### config.mk
export PLATFORM = sky130hd
export DESIGN_NAME = mem_access_ctrl
export DESIGN_NICKNAME = d
export VERILOG_FILES = /design/src/rtl/xm_mem_pkg.sv /design/src/rtl/mem_lane_fmt.sv /design/src/rtl/mem_access_ctrl.sv
export SDC_FILE = /design/constraint.sdc
export NUM_CORES = 1
export LEC_CHECK = 0
export CAP_MARGIN = 20
export CORE_MARGIN = 10
export CORE_UTILIZATION = 41
export CTS_CLUSTER_SIZE = 20
export DETAILED_ROUTE_END_ITERATION = 8
export GPL_ROUTABILITY_DRIVEN = 0
export GPL_TIMING_DRIVEN = 0
export HOLD_SLACK_MARGIN = 0.02
export PLACE_DENSITY_LB_ADDON = 0.05
export SYNTH_ARGS = -nofsm -noshare
export SYNTH_HDL_FRONTEND = slang
export SYNTH_SLANG_ARGS = --single-unit
### constraint.sdc
create_clock -name clk -period 1.78 [get_ports clk]
set_input_delay 0.178 -clock clk [delete_from_list [all_inputs] [get_ports clk]]
set_output_delay 0.178 -clock clk [all_outputs]
set_load 0.01 [all_outputs]
### src/rtl/xm_mem_pkg.sv
// -----------------------------------------------------------------------------
// xm_mem_pkg
// Shared types and constants for the X-Makina data-side memory sequencer.
//   WORD / BYTE    : data word width and byte-lane width in bits
//   BYTES / ADDR_W : memory size in bytes and byte-address width
//   WR_SIZE_*      : encodings of the memory write-size port
//   mem_state_t    : sequencer states (FAULT is only reachable when
//                    MEM_ACCESS_ALIGN_CHECK_EN is defined)
// -----------------------------------------------------------------------------
package xm_mem_pkg;

  localparam int WORD   = 16;
  localparam int BYTE   = 8;
  localparam int BYTES  = 65536;
  localparam int ADDR_W = $clog2(BYTES);

  localparam logic [1:0] WR_SIZE_BYTE = 2'd0;  // lane 0 only
  localparam logic [1:0] WR_SIZE_WORD = 2'd1;

  typedef enum logic [2:0] {
    IDLE,
    LOAD,
    LOAD_CAP,
    STORE,
    RMW_RD,
    RMW_WR,
    FAULT,
    RESP
  } mem_state_t;

endpackage : xm_mem_pkg

### src/rtl/mem_lane_fmt.sv
// -----------------------------------------------------------------------------
// mem_lane_fmt
// Combinational byte-lane formatting between the 16-bit memory word and
// byte-sized CPU accesses. Little-endian: lane 0 = bits [7:0].
//   rd_data_i  : word read from memory
//   lane_i     : byte lane to extract (byte address bit 0)
//   wbyte_i    : store byte to merge into lane 1 for read-modify-write
//   byte_ext_o : selected lane, zero-extended to a word
//   rmw_word_o : {wbyte_i, rd_data_i lane 0}, written back as a full word
// -----------------------------------------------------------------------------
module mem_lane_fmt
  import xm_mem_pkg::*;
(
  input  logic [WORD-1:0] rd_data_i,
  input  logic            lane_i,
  input  logic [BYTE-1:0] wbyte_i,
  output logic [WORD-1:0] byte_ext_o,
  output logic [WORD-1:0] rmw_word_o
);

  logic [BYTE-1:0] lane_byte;

  assign lane_byte  = lane_i ? rd_data_i[WORD-1:BYTE] : rd_data_i[BYTE-1:0];
  assign byte_ext_o = {{(WORD-BYTE){1'b0}}, lane_byte};

  // Memory byte enables only reach lane 0, so an odd-byte store rewrites the
  // whole word, keeping the existing lane 0 byte.
  assign rmw_word_o = {wbyte_i, rd_data_i[BYTE-1:0]};

endmodule : mem_lane_fmt

### src/rtl/mem_access_ctrl.sv
// -----------------------------------------------------------------------------
// mem_access_ctrl
// Data-side load/store sequencer in front of the X-Makina byte-addressable
// memory. Takes one byte-addressed CPU request at a time, converts it to the
// memory's word index, single-cycle write strobes and registered-read timing,
// and returns a one-cycle response.
//
// Ports
//   clk, rst_n                 clock, asynchronous active-low reset
//   req_valid / req_ready      request handshake (ready only in IDLE)
//   req_wr, req_byte           1 = store / 1 = byte access
//   req_addr, req_wdata        byte address, store data (byte store: [7:0])
//   rsp_valid                  one-cycle completion pulse
//   rsp_rdata                  load result, held until the next load completes
//   rsp_fault                  misaligned word access, no memory op performed
//   mem_rd, mem_rd_addr        read strobe + word index; data next cycle
//   mem_rd_data                memory read data
//   mem_wr, mem_wr_size        write strobe + size (0 = lane 0 byte, 1 = word)
//   mem_wr_addr, mem_wr_data   write word index and data
//
// Configuration
//   MEM_ACCESS_ALIGN_CHECK_EN  defined: odd-address word access faults.
//                              undefined: odd word addresses are aligned down
//                              and rsp_fault is tied low.
// -----------------------------------------------------------------------------
module mem_access_ctrl
  import xm_mem_pkg::*;
(
  input  logic              clk,
  input  logic              rst_n,
  input  logic              req_valid,
  output logic              req_ready,
  input  logic              req_wr,
  input  logic              req_byte,
  input  logic [ADDR_W-1:0] req_addr,
  input  logic [WORD-1:0]   req_wdata,
  output logic              rsp_valid,
  output logic [WORD-1:0]   rsp_rdata,
  output logic              rsp_fault,
  output logic              mem_rd,
  output logic [ADDR_W-1:0] mem_rd_addr,
  input  logic [WORD-1:0]   mem_rd_data,
  output logic              mem_wr,
  output logic [1:0]        mem_wr_size,
  output logic [ADDR_W-1:0] mem_wr_addr,
  output logic [WORD-1:0]   mem_wr_data
);

  mem_state_t        state_q, state_d;
  logic [ADDR_W-1:0] addr_q;
  logic [WORD-1:0]   wdata_q;
  logic              wr_q;
  logic              byte_q;
  logic [WORD-1:0]   rdata_q;
  logic              accept;
  logic [WORD-1:0]   byte_ext;
  logic [WORD-1:0]   rmw_word;

  assign req_ready = (state_q == IDLE);
  assign accept    = req_valid & req_ready;

  // Both memory ports address the latched request; bit 0 only selects a lane.
  assign mem_rd_addr = {1'b0, addr_q[ADDR_W-1:1]};
  assign mem_wr_addr = {1'b0, addr_q[ADDR_W-1:1]};
  assign rsp_rdata   = rdata_q;

  mem_lane_fmt u_lane_fmt (
    .rd_data_i  (mem_rd_data),
    .lane_i     (addr_q[0]),
    .wbyte_i    (wdata_q[BYTE-1:0]),
    .byte_ext_o (byte_ext),
    .rmw_word_o (rmw_word)
  );

  // NOTE: sequential state uses non-blocking assignments so every register
  // samples pre-edge values, independent of statement order.
  always_ff @(posedge clk or negedge rst_n) begin
    if (!rst_n) begin
      state_q <= IDLE;
      addr_q  <= '0;
      wdata_q <= '0;
      wr_q    <= 1'b0;
      byte_q  <= 1'b0;
      rdata_q <= '0;
    end else begin
      state_q <= state_d;
      if (accept) begin
        addr_q  <= req_addr;
        wdata_q <= req_wdata;
        wr_q    <= req_wr;
        byte_q  <= req_byte;
      end
      // mem_rd_data is valid here, one cycle after the LOAD read strobe.
      if (state_q == LOAD_CAP && !wr_q) begin
        rdata_q <= byte_q ? byte_ext : mem_rd_data;
      end
    end
  end

`ifdef MEM_ACCESS_ALIGN_CHECK_EN
  logic fault_q;

  always_ff @(posedge clk or negedge rst_n) begin
    if (!rst_n) begin
      fault_q <= 1'b0;
    end else if (accept) begin
      fault_q <= !req_byte && req_addr[0];
    end
  end

  assign rsp_fault = (state_q == RESP) && fault_q;
`else
  assign rsp_fault = 1'b0;
`endif

  // Moore outputs: strobes depend on state_q only, so an asynchronous reset
  // drops them immediately and an aborted RMW never reaches its write.
  // NOTE: every output of this block gets a default first; a path that leaves
  // one unassigned would infer a latch.
  always_comb begin
    state_d     = state_q;
    rsp_valid   = 1'b0;
    mem_rd      = 1'b0;
    mem_wr      = 1'b0;
    mem_wr_size = WR_SIZE_BYTE;
    mem_wr_data = '0;
    unique case (state_q)
      IDLE: begin
        if (accept) begin
`ifdef MEM_ACCESS_ALIGN_CHECK_EN
          if (!req_byte && req_addr[0]) state_d = FAULT;
          else
`endif
          if (!req_wr)                     state_d = LOAD;
          else if (req_byte && req_addr[0]) state_d = RMW_RD;
          else                              state_d = STORE;
        end
      end
      LOAD: begin
        mem_rd  = 1'b1;
        state_d = LOAD_CAP;
      end
      LOAD_CAP: state_d = RESP;
      STORE: begin
        mem_wr      = 1'b1;
        mem_wr_size = byte_q ? WR_SIZE_BYTE : WR_SIZE_WORD;
        mem_wr_data = wdata_q;
        state_d     = RESP;
      end
      RMW_RD: begin
        mem_rd  = 1'b1;
        state_d = RMW_WR;
      end
      RMW_WR: begin
        mem_wr      = 1'b1;
        mem_wr_size = WR_SIZE_WORD;
        mem_wr_data = rmw_word;
        state_d     = RESP;
      end
      RESP: begin
        rsp_valid = 1'b1;
        state_d   = IDLE;
      end
      // FAULT issues no strobes; without the alignment check it is unreachable.
      default: state_d = (state_q == FAULT) ? RESP : IDLE;
    endcase
  end

endmodule : mem_access_ctrl
Yosys cells after proc, flatten, opt, wreduce, memory -nomap -nowiden:

Index checks and enable logic that the tools add are counted.

* register bits after elaboration: 53
* input port bits: 53
* output and inout bits: 71
* word-level logic and storage cells: 35

* eq/ne operators: 8
* mux-type cells: 13
* bitwise gates (word level): 1
* reductions and logical operators: 7

Operators with widths (number)
* $pmux W16 S2: 1
* $mux W16: 1
* $pmux W3 S5: 1
* $eq A3 B3 Y1 const B: 4
* $mux W3: 4
* $mux W8: 1
* $eq A3 B2 Y1 const B: 2
* $mux W1: 4
* $reduce_or A2 Y1: 2
* $eq A3 B1 Y1 const B: 1
* $logic_not A3 Y1: 1
* $reduce_or A3 Y1: 1
* $logic_and A1 B1 Y1: 2
* $ne A2 B1 Y1 const B: 1
* $pmux W1 S2: 1
* $and A1 B1 Y1: 1
* $logic_not A1 Y1: 1

Depth between registers and ports, before layout:

* word-level depth: 5
* gate-level depth with buffers: 6
* gate-level depth less buffers: 3

Cells and area by module:

A second synthesis with hierarchy kept.

* cell total of the unflattened synthesis: 259
* area, all modules: 3146.8 µm²

Modules (own cells, without submodules)
* mem_access_ctrl: times used 1, cells an instance 225, area an instance 2831.5 µm², sequential area each 1326.3 µm²
* mem_lane_fmt: times used 1, cells an instance 34, area an instance 315.3 µm², sequential area each 0.0 µm²

Least setup slack after synthesis:

Ideal clock, no wire load.

* path kind: register to register
* from: register state_q[0]
* to: register addr_q[0]
* setup time: 0.125 ns
* arrival time: 1.474 ns
* data required time: 1.655 ns
* path slack: 0.182 ns
* stages on the path, launching flop included: 7
* buffers on the path: 3
* clock period less this slack: 1.598 ns
* cell sequence: dfrtp_1 -> buf_6 -> nor3_4 -> and2_1 -> buf_4 -> buf_6 -> mux2_2

* cells in the longest elaborated chain, start to end: 2

Ends and longest elaborated chain
* start: declaration: line mem_access_ctrl.sv:49 `mem_state_t state_q, state_d;`
* start signal: assignment: line mem_access_ctrl.sv:86 `state_q <= state_d;`
* $logic_not A3 Y1: line mem_access_ctrl.sv:59 `assign req_ready = (state_q == IDLE);`
* named net req_ready: line mem_access_ctrl.sv:32 `output logic req_ready,`
* $and A1 B1 Y1: line mem_access_ctrl.sv:60 `assign accept = req_valid & req_ready;`
* end signal: assignment: line mem_access_ctrl.sv:88 `addr_q <= req_addr;`
* end: declaration: line mem_access_ctrl.sv:50 `logic [ADDR_W-1:0] addr_q;`

The timed path passes the listed nets, and every way through them passes these cells.
A chain may end at the register's enable or synchronous reset.

Worst setup path in the final report:

* from: register state_q[0]
* to: output port mem_wr

* cells in the longest elaborated chain, start to end: 3
* elaborated cells between the ends (all ways): 4
* those cells by class: eq/ne: 2; mux: 1; reduce/logical: 1

Ends and longest elaborated chain
* $eq A3 B3 Y1 / $eq A3 B2 Y1 (equally long branches): line mem_access_ctrl.sv:127 `unique case (state_q)`
* $reduce_or A2 Y1 (no source line) *
* $mux W1 *: line mem_access_ctrl.sv:127
* end: declaration: line mem_access_ctrl.sv:43 `output logic mem_wr,`

Every way passes the cells marked *; elsewhere a longest branch is shown, timed or not.

==> impl_metrics.tcl <==
set metrics [dict create \
    end_kind "output pin" \
    design_area_um2 3930 \
    ys_seq_area_frac 0.519 \
    die_h_um 99.0 \
    worstSkewPairLatency_ns 0.30 \
    rsz0062_at_grt "true" \
    r2r_setup_slack_ns 0.11 \
    core_area_um2 5990 \
    rows 28 \
    path_clk_slew_ns 0.09 \
    layout_commonest_cell "clkdlybuf4s50_1" \
    post_dp_cell_area_um2 3870 \
    violations "setup timing" \
    ir_worst_vdd_uv 831 \
    post-route-util 0.655 \
    routed_wirelength_um 7250 \
    fillers 458 \
    grt_pass1_vias 2091 \
    die_w_um 99.0 \
    ant_nets 0 \
    syn_inst 211 \
    hp-class "input pin to async pin" \
    grt_use_total 0.145 \
    io-pin-count 124 \
    avgViaCountPerCell 4.74 \
    portBuffers 119 \
    fin_ws_ns -0.0176 \
    numCtsBuffers 5 \
    dieArea_um2 9800 \
    num_vias 1986 \
    post-place-ws_ns -0.464 \
    drt_iter0_markers 38 \
    fin_crit_ns 1.80 \
    finalNetCount 397 \
    r2r_start "state_q[0]" \
    cts_sinks 53 \
    fmax_mhz 556 \
    setup_viol 1 \
    tightest_slew_ns 0.764 \
    synth_cell_types 32 \
    cp.required_ns 1.60 \
    drc 0 \
    antenna_cells 0 \
    drive_gt1_frac 0.305 \
    syn_area_um2 2560 \
    final_cell_mix "clkdlybuf4s50_1 (98), dfrtp_1 (53), mux2_2 (33)" \
    initial_utilization 0.427 \
    ys_seq_elements 53 \
    crit_type "flop to output pin" \
    area_growth_syn_to_layout_pct 53.5 \
    drv_slew 0 \
    reg2regPathDepth 6 \
    clockBufferDepth 2 \
    ys_warn_count 0 \
    crit_fanout 9 \
    start_kind "flop" \
    cts_tree "yes" \
    maxCapViolCount 0 \
    syn_area_per_cell_um2 12.1 \
    crit_arrival_ns 1.62 \
    root_buffer "clkbuf_8" \
    antenna_found_initial 0 \
    dr.pass1.iters 4 \
    grt_pass1_wl_um 11500 \
    wl_per_cell_um 17.3 \
    grt_max_degree 40 \
    h-tree-depth 2 \
    hold_viol_final 0 \
    p_per_area_nw_per_um2 1620 \
    period_share 1.01 \
    slew_headroom 0.490 \
    grt-ovfl-total 0 \
    clock_skew_ns 0.00837 \
    dpl.hpwl_um 5770 \
    status "finished with violations" \
    p_leak_nw 1.86 \
    r2r_end "wdata_q[5]" \
]
## worst max-delay path by stage
stage / from / end / slack (ns) / cells after the start
after floorplan: state_q[0] / addr_q[0] / 0.18 / 6
after global placement: rst_n / rsp_rdata[8] / -1.15 / 1
after detailed placement: state_q[1] / mem_wr_data[11] / -0.46 / 6
after CTS: state_q[2] / mem_wr / -0.03 / 5
after global routing: state_q[0] / mem_wr / -0.05 / 5
final: state_q[0] / mem_wr / -0.02 / 5
## where the power goes
group / internal (mW) / total [mW] / switching [mW] / leakage (nW)
Sequential: 1.77 / 2.12 / 0.356 / 0.653
Combinational: 2.10 / 3.57 / 1.47 / 1.16
Clock: 0.310 / 0.678 / 0.368 / 0.0443
## final cells by class
class                      instances  area, um2  share of cell area
timing repair buffer             124       1150               0.294
sequential                        53       1330               0.338
buffer                            31        279              0.0711
inverter                           1       3.75            0.000956
multi-input combinational        128        982               0.250
clock buffer                       7       86.3              0.0220
tap                               75       93.8              0.0239
## logic make-up after synthesis
group,after synthesis,share of synthesized area
AOI/OAI and AO/OA,30,0.0900
muxes,41,0.177
and+or+nand+nor,52,0.104
buffers and inverters,33,0.106
DFF,53,0.519
xor gates and xnor gates,1,0.00343
other,1,0.00147
## metal layers
metal	GRT usage	wire, um
met4	0.0331	61
met2	0.239	3620
met3	0.0580	590
met5	0	0
met1	0.173	2970
## worst max-delay path, stage by stage (launching register included)
cell and delay (ns):
dfrtp_1 0.38, buf_6 0.14, and3b_2 0.25, buf_6 0.14, or2_2 0.26, buf_2 0.14
## what timing repair did
action                     in CTS  in global routing
gates resized for setup        79                  4
setup buffers                   3                  0
setup endpoints to repair      19                  9
hold buffers                    1                  0
pin swaps                       2                  1
hold endpoints to repair       14                  0
cloned                          0                  0
## flip-flops by register name, summed over array words and instances (netlist names)
| signal | flops |
|---|---|
| state_q | 3 |
| byte_q | 1 |
| addr_q | 16 |
| wr_q | 1 |
| rsp_rdata | 16 |
| wdata_q | 16 |
## synth_stat cells (all sizes together)
library cell / number / area [um2]
dfrtp: 53 / 1330
mux2: 33 / 372
buf: 31 / 264
nand2: 28 / 110
a22o: 16 / 140
nand3: 10 / 50.1
o21ai: 9 / 60.1
mux2i: 8 / 80.1
nor2: 4 / 15.0
a21oi: 3 / 15.0
and2: 2 / 12.5
a21o: 1 / 7.51
and3: 1 / 6.26
and3b: 1 / 8.76
clkbuf: 1 / 3.75
clkinv: 1 / 3.75
conb: 1 / 3.75
nand4: 1 / 6.26
nand4b: 1 / 8.76
nor3: 1 / 16.3
nor4b: 1 / 15.0
o21a: 1 / 7.51
or2: 1 / 6.26
or4b: 1 / 10.0
xnor2: 1 / 8.76
## per-stage QoR
| stage | power [mW] | instances | hold slack, ns | setup TNS (ns) |
|---|---|---|---|---|
| after detailed placement | 5.86 | 409 | 0.112 | -5.85 |
| after CTS | 6.49 | 419 | 0.310 | -0.0269 |
| after floorplan | 3.95 | 214 | -0.118 | 0 |
| after global placement | 5.79 | 408 | 0.451 | -67.11 |
| final | 6.37 | 419 | 0.328 | -0.0176 |
| after global routing | 6.81 | 419 | 0.347 | -0.0475 |
(Power assumes the default switching activity.)
